==> src/rtl/vga_text_scan.sv <==
// 640x480@60 timing and text-cell address generator with a two-stage output pipeline
// matched to the text RAM and font ROM latencies. Optional blinking underline cursor: VGA_TEXT_CURSOR_EN.
module vga_text_scan #(
  parameter int H_ACTIVE = 640,
  parameter int H_FP     = 16,
  parameter int H_SYNC   = 96,
  parameter int H_BP     = 48,
  parameter int V_ACTIVE = 480,
  parameter int V_FP     = 10,
  parameter int V_SYNC   = 2,
  parameter int V_BP     = 33,
  parameter int CHAR_W   = 9,
  parameter int CHAR_H   = 16,
  parameter int COLS     = 70,
  parameter int ROWS     = 30
) (
  input  logic        clk,
  input  logic        rst,
`ifdef VGA_TEXT_CURSOR_EN
  input  logic [4:0]  cursor_row,
  input  logic [6:0]  cursor_col,
  output logic        cursor,
`endif
  output logic [11:0] text_addr,
  output logic [3:0]  height,
  output logic [3:0]  width,
  output logic        valid,
  output logic        hsync,
  output logic        vsync,
  output logic        frame_start
);

  localparam int H_TOTAL = H_ACTIVE + H_FP + H_SYNC + H_BP;
  localparam int V_TOTAL = V_ACTIVE + V_FP + V_SYNC + V_BP;

  localparam logic [9:0]  H_LAST   = 10'(H_TOTAL - 1);
  localparam logic [9:0]  V_LAST   = 10'(V_TOTAL - 1);
  localparam logic [9:0]  H_ACT    = 10'(H_ACTIVE);
  localparam logic [9:0]  V_ACT    = 10'(V_ACTIVE);
  localparam logic [9:0]  HS_BEG   = 10'(H_ACTIVE + H_FP);
  localparam logic [9:0]  HS_END   = 10'(H_ACTIVE + H_FP + H_SYNC);
  localparam logic [9:0]  VS_BEG   = 10'(V_ACTIVE + V_FP);
  localparam logic [9:0]  VS_END   = 10'(V_ACTIVE + V_FP + V_SYNC);
  localparam logic [3:0]  SX_LAST  = 4'(CHAR_W - 1);
  localparam logic [3:0]  SY_LAST  = 4'(CHAR_H - 1);
  localparam logic [6:0]  COLS_C   = 7'(COLS);
  localparam logic [5:0]  ROWS_C   = 6'(ROWS);
  localparam logic [11:0] ROW_STEP = 12'(COLS);

  // Stage 0 scan state; row is 6 bits because it keeps counting through vertical blanking
  logic [9:0]  h_cnt_q, h_cnt_d;
  logic [9:0]  v_cnt_q, v_cnt_d;
  logic [3:0]  sub_x_q, sub_x_d;
  logic [6:0]  col_q, col_d;
  logic [3:0]  sub_y_q, sub_y_d;
  logic [5:0]  row_q, row_d;
  logic [11:0] row_base_q, row_base_d;

  logic [3:0]  height_q, height_d;
  logic [3:0]  sub_x1_q, sub_x1_d;
  logic        in_text1_q, in_text1_d;
  logic        hs1_q, hs1_d;
  logic        vs1_q, vs1_d;
  logic [3:0]  width_q, width_d;
  logic        valid_q, valid_d;
  logic        hsync_q, hsync_d;
  logic        vsync_q, vsync_d;

  logic h_wrap_s, v_wrap_s, in_text_s, hs0_s, vs0_s;

  always_comb begin
    h_wrap_s   = (h_cnt_q == H_LAST);
    v_wrap_s   = h_wrap_s && (v_cnt_q == V_LAST);
    h_cnt_d    = h_wrap_s ? 10'd0 : h_cnt_q + 10'd1;
    sub_x_d    = sub_x_q;
    col_d      = col_q;
    v_cnt_d    = v_cnt_q;
    sub_y_d    = sub_y_q;
    row_d      = row_q;
    row_base_d = row_base_q;

    if (h_wrap_s) begin
      sub_x_d = 4'd0;
      col_d   = 7'd0;
    end else if (sub_x_q == SX_LAST) begin
      sub_x_d = 4'd0;
      col_d   = col_q + 7'd1;
    end else begin
      sub_x_d = sub_x_q + 4'd1;
    end

    // The frame wrap wins over a coincident cell-row step
    if (v_wrap_s) begin
      v_cnt_d    = 10'd0;
      sub_y_d    = 4'd0;
      row_d      = 6'd0;
      row_base_d = 12'd0;
    end else if (h_wrap_s) begin
      v_cnt_d = v_cnt_q + 10'd1;
      if (sub_y_q == SY_LAST) begin
        sub_y_d    = 4'd0;
        row_d      = row_q + 6'd1;
        row_base_d = row_base_q + ROW_STEP;
      end else begin
        sub_y_d = sub_y_q + 4'd1;
      end
    end else begin
      v_cnt_d = v_cnt_q;
    end

    in_text_s = (h_cnt_q < H_ACT) && (v_cnt_q < V_ACT) && (col_q < COLS_C) && (row_q < ROWS_C);
    hs0_s     = !((h_cnt_q >= HS_BEG) && (h_cnt_q < HS_END));
    vs0_s     = !((v_cnt_q >= VS_BEG) && (v_cnt_q < VS_END));

    height_d   = sub_y_q;
    sub_x1_d   = sub_x_q;
    in_text1_d = in_text_s;
    hs1_d      = hs0_s;
    vs1_d      = vs0_s;
    width_d    = sub_x1_q;
    valid_d    = in_text1_q;
    hsync_d    = hs1_q;
    vsync_d    = vs1_q;
  end

  always_ff @(posedge clk) begin
    if (rst) begin
      h_cnt_q    <= 10'd0;
      v_cnt_q    <= 10'd0;
      sub_x_q    <= 4'd0;
      col_q      <= 7'd0;
      sub_y_q    <= 4'd0;
      row_q      <= 6'd0;
      row_base_q <= 12'd0;
      height_q   <= 4'd0;
      sub_x1_q   <= 4'd0;
      in_text1_q <= 1'b0;
      hs1_q      <= 1'b1;
      vs1_q      <= 1'b1;
      width_q    <= 4'd0;
      valid_q    <= 1'b0;
      hsync_q    <= 1'b1;
      vsync_q    <= 1'b1;
    end else begin
      h_cnt_q    <= h_cnt_d;
      v_cnt_q    <= v_cnt_d;
      sub_x_q    <= sub_x_d;
      col_q      <= col_d;
      sub_y_q    <= sub_y_d;
      row_q      <= row_d;
      row_base_q <= row_base_d;
      height_q   <= height_d;
      sub_x1_q   <= sub_x1_d;
      in_text1_q <= in_text1_d;
      hs1_q      <= hs1_d;
      vs1_q      <= vs1_d;
      width_q    <= width_d;
      valid_q    <= valid_d;
      hsync_q    <= hsync_d;
      vsync_q    <= vsync_d;
    end
  end

  assign text_addr   = in_text_s ? (row_base_q + {5'd0, col_q}) : 12'd0;
  assign frame_start = !rst && (h_cnt_q == 10'd0) && (v_cnt_q == 10'd0);
  assign height      = height_q;
  assign width       = width_q;
  assign valid       = valid_q;
  assign hsync       = hsync_q;
  assign vsync       = vsync_q;

`ifdef VGA_TEXT_CURSOR_EN
  localparam logic [3:0] SY_UL = 4'(CHAR_H - 2);

  logic [5:0] frame_cnt_q, frame_cnt_d;
  logic       cur1_q, cur1_d;
  logic       cursor_q, cursor_d;

  // frame_cnt steps on the wrap edge, so the new count is visible on the frame_start cycle
  always_comb begin
    frame_cnt_d = v_wrap_s ? frame_cnt_q + 6'd1 : frame_cnt_q;
    cur1_d      = in_text_s && (row_q == {1'b0, cursor_row}) && (col_q == cursor_col) &&
                  (sub_y_q >= SY_UL) && frame_cnt_q[5];
    cursor_d    = cur1_q;
  end

  always_ff @(posedge clk) begin
    if (rst) begin
      frame_cnt_q <= 6'd0;
      cur1_q      <= 1'b0;
      cursor_q    <= 1'b0;
    end else begin
      frame_cnt_q <= frame_cnt_d;
      cur1_q      <= cur1_d;
      cursor_q    <= cursor_d;
    end
  end

  assign cursor = cursor_q;
`endif

endmodule
==> config.mk <==
export PLATFORM = sky130hd
export DESIGN_NAME = vga_text_scan
export DESIGN_NICKNAME = d
export VERILOG_FILES = /design/src/rtl/vga_text_scan.sv
export SDC_FILE = /design/constraint.sdc
export NUM_CORES = 1
export LEC_CHECK = 0
export CORE_MARGIN = 4
export CORE_UTILIZATION = 58
export DETAILED_ROUTE_END_ITERATION = 8
export GPL_ROUTABILITY_DRIVEN = 1
export GPL_TIMING_DRIVEN = 0
export MAX_ROUTING_LAYER = met4
export PLACE_DENSITY_LB_ADDON = 0.12
export SLEW_MARGIN = 20
export SYNTH_ARGS = -nofsm -noshare
export SYNTH_HDL_FRONTEND = slang
export SYNTH_SLANG_ARGS = --single-unit
==> constraint.sdc <==
create_clock -name clk -period 2.55 [get_ports clk]
set_input_delay 0.255 -clock clk [delete_from_list [all_inputs] [get_ports clk]]
set_output_delay 0.255 -clock clk [all_outputs]
set_load 0.02 [all_outputs]
==> results.toml <==
[synthesis]
ys_ff_latch = 70
syn_inst = 392
synth-seq-area-share_pct = 40.30
synth_nets = 411
synth.avg_cell_area_sq_um = 8.870
synth_edf_count = 0
async_flop_share_pct = 0
yosys_warnings = 0
syn_area_sq_um = 3477
yosys.cell_types.count = 53
ys.flop_type = "dfxtp_1"

[run_status]
status = "completed"

[floorplanning]
initial_utilization_pct = 61.27
num_io_pins = 26
core_sq_um = 5675
rows = 27
die-area_sq_um = 7297
dieHeight_um = 85.43
chipWidth_um = 85.43

[pwr]
p_leak_nw = 1.630
vdd_drop_max_v = 0.0003260
power-per-cell-area_nw_per_um2 = 493.7

[clocking]
cts_root_buf = "clkbuf_8"
cts_sinks = 70
cts_tree = "done"
htree_levels = 3
cts_buffers = 9
clock_path_buffers = 2
clock_latency_ns = 0.34
path_clk_slew_ns = 0.08

[flow_run]
maxCapViolCount = 0

[global_routing]
grt_usage_pct = 21.37
grt.overflow.total = 0
grt_pass1_vias = 2599
grt_max_degree = 14
grt_pass1_wl_mm = 12.21
antenna_found_initial = 0

[sta]
slew_headroom_pct = 60.85
setup_viol = 0
drv_slew = 0
fin_crit_sh_pct = 99.82
holdWs_ns = 0.4149
timing_worst_slew_pin_value_ns = 0.5819
min_period_ns = 2.545
fin_skew_ns = 0.01282
hold_viol_final = 0
clock.fmax_mhz = 392.9
rsz0062_at_grt = "yes"

[setup_path]
worstPathRequired_ns = 2.30
arrival_ns = 2.29
critical_path_class = "reg -> out"
ff2ff_path_depth = 7
critPathCaptureType = "output pin"
startpoint = "col_q[1]"
cp_max_fo = 5
cp-start-kind = "register"
r2r-end = "v_cnt_q[4]"
r2r_setup_slack_ns = 0.43
r2r-start = "h_cnt_q[0]"

[route]
viasPerCell = 5.707
drt_wl_total_mm = 7.337
wire_per_inst_um = 14.53
dr.pass1.iters = 5
drc = 0
routed-via-count = 2882
antenna_left = 0
drt_iter0_drc = 131

[finish]
layout_commonest_cell = "dfxtp_1"
layout_common_cells = "dfxtp_1 (65), nor2_1 (43), a21oi_1 (22)"
drive_gt1_share_pct = 14.78
finalNetCount = 447
design_area_sq_um = 4054
areaGrowthSynthToFinish_pct = 16.59
num_antenna_cells = 0
fillers = 466

[min_path]
hold_class = "reg -> reg"
min_path_cells = 1
worstHoldStart = "vs1_q"
whs_endpoint = "vsync"

[placed_design]
io_buffer_count = 24
detailed_place.area_sq_um = 3807
dp_hpwl_mm = 5.106
place_congestion = 0.8625
cells by family (layout without fill, tap and decap cells):
| family | Yosys count | in the layout | share of synthesized area, % |
|---|---|---|---|
| xor+xnor | 26 | 26 | 6.549 |
| mux | 9 | 9 | 2.591 |
| flops | 70 | 70 | 40.30 |
| fa+ha+maj | 17 | 17 | 6.333 |
| compound gates | 67 | 67 | 12.16 |
| buf+inv | 35 | 76 | 4.714 |
| simple gates | 168 | 168 | 27.35 |
Yosys cell counts (all sizes together) (2+ instances only):
cell,instances,share of area (%)
a211o,3,0.76
a211oi,4,0.86
a21o,2,0.43
a21oi,25,3.7
a221oi,2,0.50
a31oi,2,0.36
and3,10,1.8
and4,2,0.50
buf,12,2.2
clkbuf,9,0.97
dfxtp,70,40
ha,16,5.8
inv,14,1.5
mux2i,9,2.6
nand2,17,1.8
nand3,15,2.3
nand3b,5,1.1
nand4,13,2.3
nand4b,2,0.68
nor2,43,4.6
nor2b,13,2.3
nor3,7,1.3
nor3b,4,0.86
nor4,6,1.1
o21a,2,0.43
o21ai,13,1.9
o21bai,2,0.43
o31ai,7,1.5
or2,6,1.1
or3,10,1.8
or4,9,2.2
xnor2,14,3.5
xor2,12,3.0
critical path: stages, from the launching register on:
cell      delay [ns]
dfxtp_4         0.37
ha_4            0.17
fa_2            0.40
a211oi_2        0.30
o21bai_2        0.16
buf_4           0.16
mux2i_1         0.10
a21oi_1         0.13
buf_4           0.16
sequential cells by signal, indices dropped and copies added (netlist names):
signal,count
col_q,7
h_cnt_q,10
height,4
height_d,4
hs1_q,1
hsync,1
in_text1_q,1
row_base_q,11
row_q,6
sub_x1_d,4
sub_x1_q,4
v_cnt_q,10
valid,1
vs1_q,1
vsync,1
width,4
metrics by stage:
| step | setup TNS (ns) | utilization, % | cells | worst slack, ns | power [mW] |
|---|---|---|---|---|---|
| 3_5_place_dp | -0.8259 | 67.09 | 488 | -0.3433 | 1.211 |
| 2_1_floorplan | 0 | - | 392 | 0.1954 | 1.186 |
| 3_3_place_gp | -0.7407 | 67.09 | 488 | -0.3234 | 1.209 |
| 4_1_cts | 0 | 70.15 | 501 | 0.001628 | 2.023 |
| 6_report | 0 | 71.43 | 505 | 0.004648 | 2.001 |
| 5_1_grt | -0.1860 | 71.43 | 505 | -0.07339 | 2.083 |
what timing repair did:
item | CTS | global route
pin swaps | 2 | 6
gates resized for setup | 32 | 23
hold buffers | 0 | 0
setup endpoints to repair | 13 | 7
setup buffers | 0 | 4
layout make-up:
cell class	instances	area, sq um	share of cell area, %
Multi-Input combinational cell	287	1952	48.15
Sequential cell	70	1410	34.78
Timing Repair Buffer	28	260.3	6.420
Clock buffer	11	141.4	3.488
Buffer	18	105.1	2.593
Tap cell	72	90.09	2.222
Inverter	14	52.55	1.296
Clock inverter	5	42.54	1.049
worst max-delay path by stage:
stage / endpoint / slack (ns) / cells past startpoint
after floorplan: text_addr[11] / 0.20 / 6
after global placement: text_addr[11] / -0.32 / 7
after detailed placement: text_addr[11] / -0.34 / 7
after CTS: text_addr[10] / 0.002 / 6
after global routing: text_addr[7] / -0.07 / 7
final: text_addr[9] / 0.005 / 8
report_power, final:
part           total, mW  leakage (nW)  internal (mW)  switching [mW]
Sequential          1.12         0.569           1.10          0.0101
Combinational     0.0674         0.971         0.0263          0.0411
Clock              0.819        0.0905          0.390           0.429
routing by layer:
metal | global-route usage (%) | up-vias | share of wire (%)
li1 | - | 1476 | -
met1 | 27.65 | 1338 | 49
met2 | 33.33 | 56 | 46
met3 | 4.078 | 12 | 3.2
met4 | 7.482 | 0 | 2.1
met5 | - | - | 0
Note: power is estimated with default switching activity, not from simulation.
